===== src/rtl/messbauer_pkg.sv =====
// Shared definitions for the Moessbauer spectrometer sequencing blocks.
//   state_t              : sequence controller state encoding (3 bits)
//   MAX_CHANNEL_NUMBER   : largest channel count a measurement cycle may use
//   CHANNEL_INDEX_WIDTH  : width of the per-cycle channel index
//   GEN_*_IDLE           : levels the generator holds on its outputs while in reset
//   is_pow2()            : parameter sanity helper
package messbauer_pkg;

    typedef enum logic [2:0] {
        ST_IDLE       = 3'd0,
        ST_ARM        = 3'd1,
        ST_WAIT_START = 3'd2,
        ST_RUN        = 3'd3,
        ST_FINISH     = 3'd4
    } state_t;

    localparam int MAX_CHANNEL_NUMBER  = 4096;
    localparam int CHANNEL_INDEX_WIDTH = 12;

    // Generator output levels while it is held in reset; the start strobe
    // and the channel strobe are both active-low pulses.
    localparam logic GEN_START_IDLE   = 1'b1;
    localparam logic GEN_CHANNEL_IDLE = 1'b1;

    function automatic bit is_pow2(input int value);
        return (value > 0) && ((value & (value - 1)) == 0);
    endfunction

endpackage


===== src/rtl/edge_detector.sv =====
// Registered edge detector for a signal already in the aclk domain.
//   aclk, areset : clock and synchronous active-high reset
//   sig          : input level
//   rise, fall   : one-cycle pulses, asserted one aclk after sig changes
// RESET_VALUE is the level assumed for sig before reset is released, so a
// source sitting at its idle level produces no edge when reset drops.
module edge_detector #(
    parameter logic RESET_VALUE = 1'b0
) (
    input  logic aclk,
    input  logic areset,
    input  logic sig,
    output logic rise,
    output logic fall
);

    logic sig_reg;
    logic rise_reg;
    logic fall_reg;

    always_ff @(posedge aclk) begin
        if (areset) begin
            sig_reg  <= RESET_VALUE;
            rise_reg <= 1'b0;
            fall_reg <= 1'b0;
        end else begin
            sig_reg  <= sig;
            rise_reg <= sig & ~sig_reg;
            fall_reg <= ~sig & sig_reg;
        end
    end

    assign rise = rise_reg;
    assign fall = fall_reg;

endmodule


===== src/rtl/messbauer_sequence_controller.sv =====
// Sequences a Moessbauer channel generator through arm / start / run.
//   aclk, areset      : clock, synchronous active-high reset
//   cmd_run, cmd_stop : one-cycle command pulses (run wins if both in IDLE)
//   cycles_to_run     : measurement cycles to run, 0 = until stopped
//   gen_start         : generator start strobe (falling edge = cycle start)
//   gen_channel       : generator channel strobe (rising edge = next channel)
//   gen_enable        : generator active-low reset, 1 = generator runs
//   busy, done        : run in progress / one-cycle completion pulse
//   aborted, error    : run was stopped / sticky sequence error
//   cycle_count       : completed measurement cycles
//   channel_index     : channels seen in the current cycle
module messbauer_sequence_controller
    import messbauer_pkg::*;
#(
    parameter int CHANNEL_NUMBER = 512,
    parameter int ARM_DURATION   = 16,
    parameter int START_TIMEOUT  = 1000000
) (
    input  logic        aclk,
    input  logic        areset,
    input  logic        cmd_run,
    input  logic        cmd_stop,
    input  logic [15:0] cycles_to_run,
    input  logic        gen_start,
    input  logic        gen_channel,
    output logic        gen_enable,
    output logic        busy,
    output logic        done,
    output logic        aborted,
    output logic        error,
    output logic [15:0] cycle_count,
    output logic [11:0] channel_index
);

    if (!is_pow2(CHANNEL_NUMBER) || CHANNEL_NUMBER > MAX_CHANNEL_NUMBER) begin : g_bad_channel_number
        $error("CHANNEL_NUMBER must be a power of two not above MAX_CHANNEL_NUMBER");
    end

    // One bit wider than the index so a full 4096-channel cycle is representable.
    localparam logic [12:0] CHANNEL_LAST = 13'(CHANNEL_NUMBER);
    localparam logic [31:0] ARM_LAST     = 32'(ARM_DURATION - 1);
    localparam logic [31:0] TIMEOUT_LAST = 32'(START_TIMEOUT);
    localparam logic [11:0] INDEX_MAX    = 12'hFFF;
    localparam logic [1:0]  EDGE_IDLE    = {GEN_CHANNEL_IDLE, GEN_START_IDLE};

    // ---------------- edge detection: bit 0 = start, bit 1 = channel
    logic [1:0] edge_in;
    logic [1:0] edge_rise;
    logic [1:0] edge_fall;
    logic       start_fall;
    logic       chan_rise;
    logic       unused_edges;

    assign edge_in = {gen_channel, gen_start};

    genvar gi;
    for (gi = 0; gi < 2; gi++) begin : g_edge
        edge_detector #(
            .RESET_VALUE(EDGE_IDLE[gi])
        ) u_edge (
            .aclk  (aclk),
            .areset(areset),
            .sig   (edge_in[gi]),
            .rise  (edge_rise[gi]),
            .fall  (edge_fall[gi])
        );
    end

    assign start_fall   = edge_fall[0];
    assign chan_rise    = edge_rise[1];
    assign unused_edges = edge_rise[0] | edge_fall[1];

    // ---------------- state
    state_t      state_reg,         state_next;
    logic [31:0] timer_reg,         timer_next;
    logic [15:0] target_reg,        target_next;
    logic [15:0] cycle_count_reg,   cycle_count_next;
    logic [11:0] channel_index_reg, channel_index_next;
    logic        error_reg,         error_next;
    logic        aborted_reg,       aborted_next;
    // Set once the current cycle has seen all its channels; distinguishes a
    // legitimate next start (no error) from a premature one, and flags overrun.
    logic        full_reg,          full_next;
    logic [12:0] index_inc;

    always_ff @(posedge aclk) begin
        if (areset) begin
            state_reg         <= ST_IDLE;
            timer_reg         <= '0;
            target_reg        <= '0;
            cycle_count_reg   <= '0;
            channel_index_reg <= '0;
            error_reg         <= 1'b0;
            aborted_reg       <= 1'b0;
            full_reg          <= 1'b0;
        end else begin
            state_reg         <= state_next;
            timer_reg         <= timer_next;
            target_reg        <= target_next;
            cycle_count_reg   <= cycle_count_next;
            channel_index_reg <= channel_index_next;
            error_reg         <= error_next;
            aborted_reg       <= aborted_next;
            full_reg          <= full_next;
        end
    end

    always_comb begin
        state_next         = state_reg;
        timer_next         = timer_reg;
        target_next        = target_reg;
        cycle_count_next   = cycle_count_reg;
        channel_index_next = channel_index_reg;
        error_next         = error_reg;
        aborted_next       = aborted_reg;
        full_next          = full_reg;
        index_inc          = '0;

        case (state_reg)
            ST_IDLE: begin
                if (cmd_run) begin
                    state_next         = ST_ARM;
                    target_next        = cycles_to_run;
                    timer_next         = '0;
                    cycle_count_next   = '0;
                    channel_index_next = '0;
                    error_next         = 1'b0;
                    aborted_next       = 1'b0;
                    full_next          = 1'b0;
                end
            end

            ST_ARM: begin
                if (cmd_stop) begin
                    state_next   = ST_FINISH;
                    aborted_next = 1'b1;
                end else if (timer_reg == ARM_LAST) begin
                    state_next = ST_WAIT_START;
                    timer_next = '0;
                end else begin
                    timer_next = timer_reg + 32'd1;
                end
            end

            ST_WAIT_START: begin
                if (cmd_stop) begin
                    state_next   = ST_FINISH;
                    aborted_next = 1'b1;
                end else if (start_fall) begin
                    state_next         = ST_RUN;
                    channel_index_next = '0;
                    full_next          = 1'b0;
                end else if (timer_reg == TIMEOUT_LAST) begin
                    state_next = ST_FINISH;
                    error_next = 1'b1;
                end else begin
                    timer_next = timer_reg + 32'd1;
                end
            end

            ST_RUN: begin
                if (cmd_stop) begin
                    state_next   = ST_FINISH;
                    aborted_next = 1'b1;
                end else begin
                    // Start is handled before channel so a coincident channel
                    // edge becomes channel 1 of the new cycle.
                    if (start_fall) begin
                        if (channel_index_reg != '0 && !full_reg) begin
                            error_next = 1'b1;
                        end
                        channel_index_next = '0;
                        full_next          = 1'b0;
                    end
                    if (chan_rise) begin
                        if (full_next) begin
                            error_next = 1'b1;
                        end else begin
                            index_inc = {1'b0, channel_index_next} + 13'd1;
                            if (channel_index_next != INDEX_MAX) begin
                                channel_index_next = index_inc[11:0];
                            end
                            if (index_inc == CHANNEL_LAST) begin
                                full_next        = 1'b1;
                                cycle_count_next = cycle_count_reg + 16'd1;
                                if (target_reg != '0 && cycle_count_next == target_reg) begin
                                    state_next = ST_FINISH;
                                end
                            end
                        end
                    end
                end
            end

            ST_FINISH: begin
                state_next = ST_IDLE;
            end

            default: begin
                state_next = ST_IDLE;
            end
        endcase
    end

    assign gen_enable    = (state_reg == ST_WAIT_START) || (state_reg == ST_RUN);
    assign busy          = (state_reg != ST_IDLE);
    assign done          = (state_reg == ST_FINISH);
    assign aborted       = aborted_reg;
    assign error         = error_reg;
    assign cycle_count   = cycle_count_reg;
    assign channel_index = channel_index_reg;

endmodule


===== config.mk =====
export PLATFORM = sky130hd
export DESIGN_NAME = messbauer_sequence_controller
export DESIGN_NICKNAME = d
export VERILOG_FILES = /design/src/rtl/messbauer_pkg.sv /design/src/rtl/edge_detector.sv /design/src/rtl/messbauer_sequence_controller.sv
export SDC_FILE = /design/constraint.sdc
export NUM_CORES = 1
export LEC_CHECK = 0
export BUFFER_PORTS_ARGS = -buffer_cell sky130_fd_sc_hd__buf_2
export CORE_UTILIZATION = 55
export DETAILED_ROUTE_END_ITERATION = 16
export GPL_ROUTABILITY_DRIVEN = 0
export MAX_ROUTING_LAYER = met4
export PLACE_DENSITY = 0.77
export SLEW_MARGIN = 20
export SYNTH_ARGS = -nofsm -noshare
export SYNTH_HDL_FRONTEND = slang
export SYNTH_SLANG_ARGS = --single-unit
export TNS_END_PERCENT = 20

===== constraint.sdc =====
create_clock -name aclk -period 6.65 [get_ports aclk]
set_input_delay 0.9975 -clock aclk [delete_from_list [all_inputs] [get_ports aclk]]
set_output_delay 0.9975 -clock aclk [all_outputs]
set_load 0.02 [all_outputs]

# After elaboration in Yosys (flattened, before gate mapping)
# Cells that the tools add are included.
# word_totals
reg_bits	86
input_bits	22
wordCells	119
out_inout_bits	33
# classes
add_sub_neg	3
bitwise_logic	4
mux	54
n_reduce_logical	20
n_eq_ne	26
# op_table
cell	count
32-bit two-way mux	6
12-bit two-way mux	8
32-bit case mux with 3 select lines	1
16-bit two-way mux	5
12-bit case mux with 3 select lines	1
3-bit two-way mux	11
32-bit by 1-bit adder with 32-bit output (second input constant)	1
32-bit by 20-bit equality test with 1-bit output (second input constant)	1
32-bit by 4-bit equality test with 1-bit output (second input constant)	1
16-bit case mux with 2 select lines	1
2-bit inequality test (second input constant)	9
6-bit AND reduction	3
1-bit two-way mux	17
16-bit by 1-bit adder with 16-bit output (second input constant)	1
16-bit equality test	1
16-bit nonzero test	1
12-bit by 1-bit adder with 13-bit output (second input constant)	1
13-bit by 10-bit equality test with 1-bit output (second input constant)	1
12-bit inequality test (second input constant)	1
3-bit inequality test (second input constant)	4
3-bit case mux with 4 select lines	1
12-bit nonzero test	1
3-bit nonzero test	3
7-bit AND reduction	1
other kinds (19)	26

# Logic depth before layout (Yosys ltp)
# Gate-level depths: netlist of run 1.
# logic_depth
ltp_word	10
ltp_mapped	13
mapped_depth_nobuf	9

# Cells and area by module
# Synthesis of run 1 repeated with hierarchy kept, for this count alone.
# hier_totals
cells_unflattened	708
hier_area_um2	5515.3
# modules_own_cells
module	n_inst	cells_per_inst	area_each_um2	seq_area_each_um2
messbauer_sequence_controller	1	696	5332.6	1641.6
edge_detector	2	6	91.3	60.1

# Worst setup path after synthesis of run 1
# No wires, ideal clock.
# synth_timing
path_type	register to register
start	reg g_edge[0].u_edge.fall_reg
end	reg cycle_count_reg[11], in the netlist cycle_count[11]
setup_ns	0.087
path_slack_ns	3.869
required_ns	6.563
path_buffers	4
stages_incl_launch_ff	14
period_less_slack_ns	2.781
t_arrival_ns	2.694
cell_sequence	dfxtp_1 > buf_6 > clkbuf_1 > nor2b_1 > ha_1 > nand2_1 > nor3_1 > mux2i_1 > a31o_2 > nand2_1 > or4_4 > buf_6 > buf_6 > o31ai_2
# synth_via
elab_chain_cells	7
elab_cells_between_ends	11
classes_between	add/sub (1); eq/ne (3); mux (6); reduce/logical (1)
# synth_rtl
item	line_no	source
from (decl)	edge_detector.sv:19	logic fall_reg;
from (signal assigned)	edge_detector.sv:29	fall_reg <= ~sig & sig_reg;
12-bit two-way mux (2 in series)	-	
12-bit two-way mux	messbauer_sequence_controller.sv:119	case (state_reg)
12-bit by 1-bit adder with 13-bit output	messbauer_sequence_controller.sv:179	index_inc = {1'b0, channel_index_next} + 13'd1;
13-bit by 10-bit equality test with 1-bit output	messbauer_sequence_controller.sv:183	if (index_inc == CHANNEL_LAST) begin
2-bit inequality test (no line)	-	
6-bit AND reduction (no line) *	-	
to (signal assigned)	messbauer_sequence_controller.sv:100	cycle_count_reg <= cycle_count_next;
to (decl)	messbauer_sequence_controller.sv:77	logic [15:0] cycle_count_reg, cycle_count_next;
# Every way passes the cells marked *; elsewhere a longest branch is shown, timed or not. The select of a mux whose other input is x is not followed.
# A chain may end at the register's enable or synchronous reset.

# Worst setup path after layout of run 1
# layout_timing
start	reg g_edge[0].u_edge.fall_reg
end	reg cycle_count_reg[5], in the netlist cycle_count[5]
# Same word-level chain as after synthesis.

==> results of run 1 <==
[worst max-delay path: cells and delay by family (launching register included)]
kind / cells / cell delay (ns)
flops: 1 / 0.53
simple gates: 5 / 1.34
fa+ha+maj: 1 / 0.34
compound gates: 2 / 0.52
mux: 1 / 0.21
[area by class of cell]
| cell class | instances | area, sq um |
|---|---|---|
| fillers | 791 | 3290 |
| multi-input cells | 504 | 3070 |
| inverters | 13 | 48.8 |
| clock buffers | 12 | 155 |
| flip-flops and latches | 86 | 1720 |
| repair buffers | 55 | 278 |
| clock inverters | 3 | 67.6 |
| well taps | 108 | 135 |
[logic make-up (layout without fill, tap and decap cells)]
logic type               count (synthesis)  count (layout)  share of synthesized area (%)
multiplexers                             6               6                           1.22
flip-flops                              86              86                           34.4
AO/OA/AOI/OAI                          137             137                           18.4
adder cells (fa/ha/maj)                  4               4                           1.00
buffers and inverters                   53              83                           4.62
AND/OR/NAND/NOR                        311             311                           32.4
XOR/XNOR                                46              46                           8.05
[synth_stat cells, types with 5 or more instances]
master	instances	share of area, %
xnor2_1	25	4.4
o31ai_1	6	0.90
and3_1	20	2.5
inv_1	13	0.97
and4_1	8	1.4
o21ai_0	25	2.5
nand2b_1	8	1.0
nor4_1	17	2.1
nand3_1	27	2.7
o31ai_2	9	2.2
nand2_1	76	5.7
nor2b_1	10	1.2
mux2i_1	5	1.0
or2_2	6	0.75
nor3_1	25	2.5
xor2_1	21	3.7
o211ai_1	7	1.0
a21oi_1	44	4.4
and2_1	7	0.87
or3_1	11	1.4
clkbuf_1	28	2.1
nor2_1	60	4.5
nand4_1	19	2.4
dfxtp_1	86	34
buf_2	8	0.80
a31oi_1	13	1.6
[stage by stage]
| stage | cells | power (mW) |
|---|---|---|
| finish | 781 | 1.42 |
| global route | 781 | 1.50 |
| CTS | 781 | 1.42 |
| detailed placement | 766 | 1.01 |
| global placement | 766 | 0.990 |
| floorplan | 643 | 0.899 |
[worst min-delay path by stage]
| stage | end | slack (ns) | from |
|---|---|---|---|
| floorplan | g_edge[1].u_edge.rise$_SDFF_PP0_ | 0.37 | g_edge[1].u_edge.sig_reg$_SDFF_PP1_ |
| global placement | g_edge[1].u_edge.rise$_SDFF_PP0_ | 0.38 | g_edge[1].u_edge.sig_reg$_SDFF_PP1_ |
| detailed placement | g_edge[1].u_edge.rise$_SDFF_PP0_ | 0.39 | g_edge[1].u_edge.sig_reg$_SDFF_PP1_ |
| CTS | g_edge[1].u_edge.rise$_SDFF_PP0_ | 0.40 | g_edge[1].u_edge.sig_reg$_SDFF_PP1_ |
| global route | g_edge[1].u_edge.rise$_SDFF_PP0_ | 0.41 | g_edge[1].u_edge.sig_reg$_SDFF_PP1_ |
| finish | g_edge[1].u_edge.rise$_SDFF_PP0_ | 0.39 | g_edge[1].u_edge.sig_reg$_SDFF_PP1_ |
[power by group through the flow]
stage | clock (mW) | combinational, mW | sequential (mW)
floorplan | 0 | 0.310 | 0.589
global route | 0.444 | 0.436 | 0.619
global placement | 0 | 0.373 | 0.617
detailed placement | 0 | 0.389 | 0.622
CTS | 0.423 | 0.389 | 0.609
finish | 0.416 | 0.391 | 0.611
[metal layers]
layer / track usage (%) / share of wire (%)
met1: 36.4 / 44
met3: 5.04 / 6.2
met2: 44.3 / 47
met5: - / 0
met4: 12.2 / 2.8
==> metrics.txt, run 1 <==
initial antenna violation count=0; Worst Hold Depth=1; Reg2Reg Depth=9; Placement Setup Slack=3.52 ns; Worst VDD drop=between 0.15 and 0.2 mV; ANT cells=0; Synth Area per Inst=~8 sq um; initial DRC count=~340; leakage power=a little over 2 nW; Period minus WS final=between 3 and 4 ns; Bufs on Longest Clock Path=2; drt total wl=between 10 and 15 mm; fin util=between 60% and 70%; Area Overhead vs Synth=9.27%; Final Cycle Share=approximately 46%; Worst path max stage delay=about 0.67 ns; setup TNS=0 ns; commonest non-fill, non-tap cells in the layout=dfxtp_1, nand2_1, nor2_1; die height=around 97 microns; ys flop type=dfxtp_1; # DRC=0; final instance area=roughly 5500 sq um; sequential element share of the synthesized area=around 34%; Clock transition at path regs=0.08 ns; worst setup path startpoint=g_edge[0].u_edge.fall$_SDFF_PP0_; startpoint types=register; Initial Utilization=between 50 and 60%; largest net degree at the start of global routing=42; CTS tree=done; io pins=55; htree depth=3; vias per inst=6.19; vias in the first global route=about 4600; Final Hold Vio Count=0; share of layout cells above drive strength 1=between 10 and 15%; Clock power frac=29.4%; register bit total from synthesis=86; number of setup violations in the final report=0; area of the die=9490 sq um; Placed Area=approximately 5200 sq um; post-CTS sizing=0; Fin Clk Skew=approximately 0.0077 ns; Fmax achieved=roughly 330 MHz; Yosys cell types=between 60 and 70; post-detail-place hpwl=8.86 mm; number of flops mapped to enable cells by yosys=0; RSZ-0062 raised after global routing=false; first-pass GRT wire length=around 22 mm; total CTS buffers=9; routed len/inst=roughly 16 microns; ANT nets after route=0; Syn Inst Count=approximately 640; nets=slightly below 700; register-to-register setup slack=3.60 ns; critical path's slowest cell=or4_4; status=finished, final reports clean; CP Cell Sequence=nor2b_1 > ha_1 > nand2_1 > nor3_1 > mux2i_1 > a31o_2 > nand2_1 > or4_4 > o41ai_2; Clock Tree Root=clkbuf_8; count of pins over their slew limit=0; gr ovfl total=0; Combinational Power Share=between 20 and 30%; Syn Nets=approximately 670; Flop pwr share=43.1%; switching share of power=a little over a third; number of cell rows=34; Clock Latency Late Sink=0.36 ns; Post-synth ARST share=0%; port bufs=54; CP Capture Type=register; most used cell, CP=nand2_1; width of the die=97.4 microns; commonest non-fill, non-tap cell in the layout=dfxtp_1; PD cells=about 260 nW/um^2; max FFs per register=32; Worst EP required=around 6.9 ns; Worst Setup EP=cycle_count[5]$_SDFFE_PP0P_; Slew @ Worst Pin=roughly 1.1 ns; Vias=about 4800; CTS sink cnt=between 80 and 90; WHS=slightly below 0.4 ns; Total GRT Usage=28.5%; Post-CTS Hold Buffers=0; HP Class=reg2reg; Synthesis Warnings=0; Post CTS Setup Buffer Count=0; Int Pwr=0.918 mW; core area=8760 sq um; R2R Path End=cycle_count[5]$_SDFFE_PP0P_; Initial DRT Pass Iterations=5; Reg2Reg Launch Point=g_edge[0].u_edge.fall$_SDFF_PP0_; max cap viols=0; worst-path fanout max=18; final worst slack=around 3.6 ns; Mapped Area=5010 sq um; Psw=between 0.4 and 0.5 mW; Crit path arrival time=3.31 ns; relative slew slack=28.0%; WS Path Type=reg2reg
No activity file was read; power rests on OpenSTA's default activity.
==> inputs of run 2 (changes only) <==
--- a/config.mk
+++ b/config.mk
@@ -6,7 +6,7 @@
 export NUM_CORES = 1
 export LEC_CHECK = 0
 export BUFFER_PORTS_ARGS = -buffer_cell sky130_fd_sc_hd__buf_2
-export CORE_UTILIZATION = 55
+export CORE_UTILIZATION = 53
 export DETAILED_ROUTE_END_ITERATION = 16
 export GPL_ROUTABILITY_DRIVEN = 0
 export MAX_ROUTING_LAYER = met4
==> constraint.sdc (replaced) <==
create_clock -name aclk -period 2.78 [get_ports aclk]
set_input_delay 0.417 -clock aclk [delete_from_list [all_inputs] [get_ports aclk]]
set_output_delay 0.417 -clock aclk [all_outputs]
set_load 0.02 [all_outputs]
==> metrics.txt, run 2 (synthesis gave the netlist of run 1 again) <==
area of the die=9840 sq um (+3.7%); core area=9200 sq um (+4.9%); Fin Clk Skew=0.00868 ns (+0.00101 ns); drt total wl=12.9 mm (+3.1%); CP bufs+invs=0 (unchanged); Placed Area=5450 sq um (+3.8%); vias in the first global route=4681 (+2.2%); gr ovfl total=0 (unchanged); htree depth=3 (unchanged); # DRC=0 (unchanged); io pins=55 (unchanged); HP Class=in2reg; Crit path arrival time=2.86 ns (-0.45 ns); commonest non-fill, non-tap cell in the layout=dfxtp_1; initial antenna violation count=0 (unchanged); Worst VDD drop=0.427 mV (+180%); Placement Setup Slack=0.0998 ns (-3.42 ns); share of layout cells above drive strength 1=17.9% (+3.7 points); post-detail-place hpwl=9.30 mm (+4.9%); largest delay contributor family on the critical path=simple AND/OR/NAND/NOR gates; Post CTS Setup Buffer Count=0 (unchanged); first-pass GRT wire length=21.8 mm (+0.22%); WS Path Type=reg2reg; Slew @ Worst Pin=0.985 ns (-0.0906 ns); Final Hold Vio Count=0 (unchanged); Clock transition at path regs=0.09 ns (about the same); max FFs per register=32 (unchanged); total CTS buffers=9 (unchanged); WHS=0.254 ns (-0.141 ns); dpl cells=796 (+3.9%); CTS tree=done; RSZ-0062 raised after global routing=false; final instance area=5640 sq um (+3.2%); ANT cells=0 (unchanged); Final Cycle Share=93.6% (+48 points); Area Overhead vs Synth=12.7%; routed len/inst=15.9 microns (-0.70%); Post-CTS Hold Buffers=0 (unchanged); count of pins over their slew limit=0 (unchanged); CTS sink cnt=86 (unchanged); fin util=61.4% (-1.1 points); critical path's slowest cell=or4_4; commonest non-fill, non-tap cells in the layout=dfxtp_1, nand2_1, nor2_1; vias per inst=6.20 (about the same); port bufs=54 (unchanged); worst-path fanout max=15 (-3); Worst path max stage delay=0.58 ns (-0.09 ns); Period minus WS final=2.60 ns (-0.446 ns); filler instances=836 (+5.7%); Vias=5026 (+3.9%); nets=722 (+3.9%); Total GRT Usage=27.9% (-0.61 points); ANT nets after route=0 (unchanged); die height=99.2 microns (+1.8%); most used cell, CP=nand2_1; final worst slack=0.179 ns (-3.42 ns); Initial DRT Pass Iterations=6 (+1); startpoint types=register; CP Capture Type=register; initial DRC count=329 (-2.9%); Initial Utilization=54.4% (-2.7 points); post-CTS sizing=0 (unchanged); PD cells=593 nW/um^2 (+130%); register-to-register setup slack=0.18 ns (-3.42 ns); max cap viols=0 (unchanged); Fmax achieved=384 MHz (+17%); Clock Tree Root=clkbuf_8; leakage power=2.15 nW (+5.8%); CP Cell Sequence=nor2b_1 > ha_2 > nand2_1 > nor3_1 > mux2i_1 > a31o_2 > nand2_1 > or4_4 > o41ai_2; number of setup violations in the final report=0 (unchanged); Clock Latency Late Sink=0.36 ns (about the same); setup TNS=0 ns (unchanged); Bufs on Longest Clock Path=2 (unchanged); Worst EP required=3.04 ns (-3.88 ns); number of cell rows=35 (+2.9%); status=finished, final reports clean; largest net degree at the start of global routing=33 (-21%); Design Power=3.35 mW (+140%); relative slew slack=34.1% (+6.1 points); width of the die=99.2 microns (+1.8%); Cell Count, Final, Fillers Out=811 (+3.8%)
run 2: cell count changes in the layout (fill, tap and decap cells not counted), sizes merged:
cell	delta
buf	+27
clkbuf	-2
clkinv	+2
bufinv	-1
inv	+1
run 2: per-layer routing:
metal  vias to the layer above  part of all wire, %  GRT usage (%)
met2                       206                   47           43.5
li1                       2435                    -              -
met4                         0                  1.9           9.95
met3                        25                  6.9           5.90
met5                         -                    0              -
met1                      2360                   44           35.8
run 2: power by group:
part / internal, mW / switching [mW] / total [mW]
registers: 1.31 / 0.113 / 1.43
clock network: 0.414 / 0.450 / 0.864
logic: 0.396 / 0.658 / 1.05
run 2: final timing paths:
path	from	endpoint	depth (start not counted)
setup / recovery	g_edge[0].u_edge.fall$_SDFF_PP0_	cycle_count[5]$_SDFFE_PP0P_	9
hold / removal	gen_channel	g_edge[1].u_edge.sig_reg$_SDFF_PP1_	2
setup reg to reg	g_edge[0].u_edge.fall$_SDFF_PP0_	cycle_count[5]$_SDFFE_PP0P_	9
hold reg to reg	g_edge[1].u_edge.sig_reg$_SDFF_PP1_	g_edge[1].u_edge.rise$_SDFF_PP0_	1
run 2: final cells by class:
cell class | instances | area [sq um] | share of cell area (%)
clock buffer | 10 | 128 | 2.26
clock inverter | 5 | 60.1 | 1.06
inverter | 13 | 48.8 | 0.865
multi-input combinational | 504 | 3070 | 54.3
sequential | 86 | 1720 | 30.5
tap | 111 | 139 | 2.46
timing repair buffer | 82 | 480 | 8.51
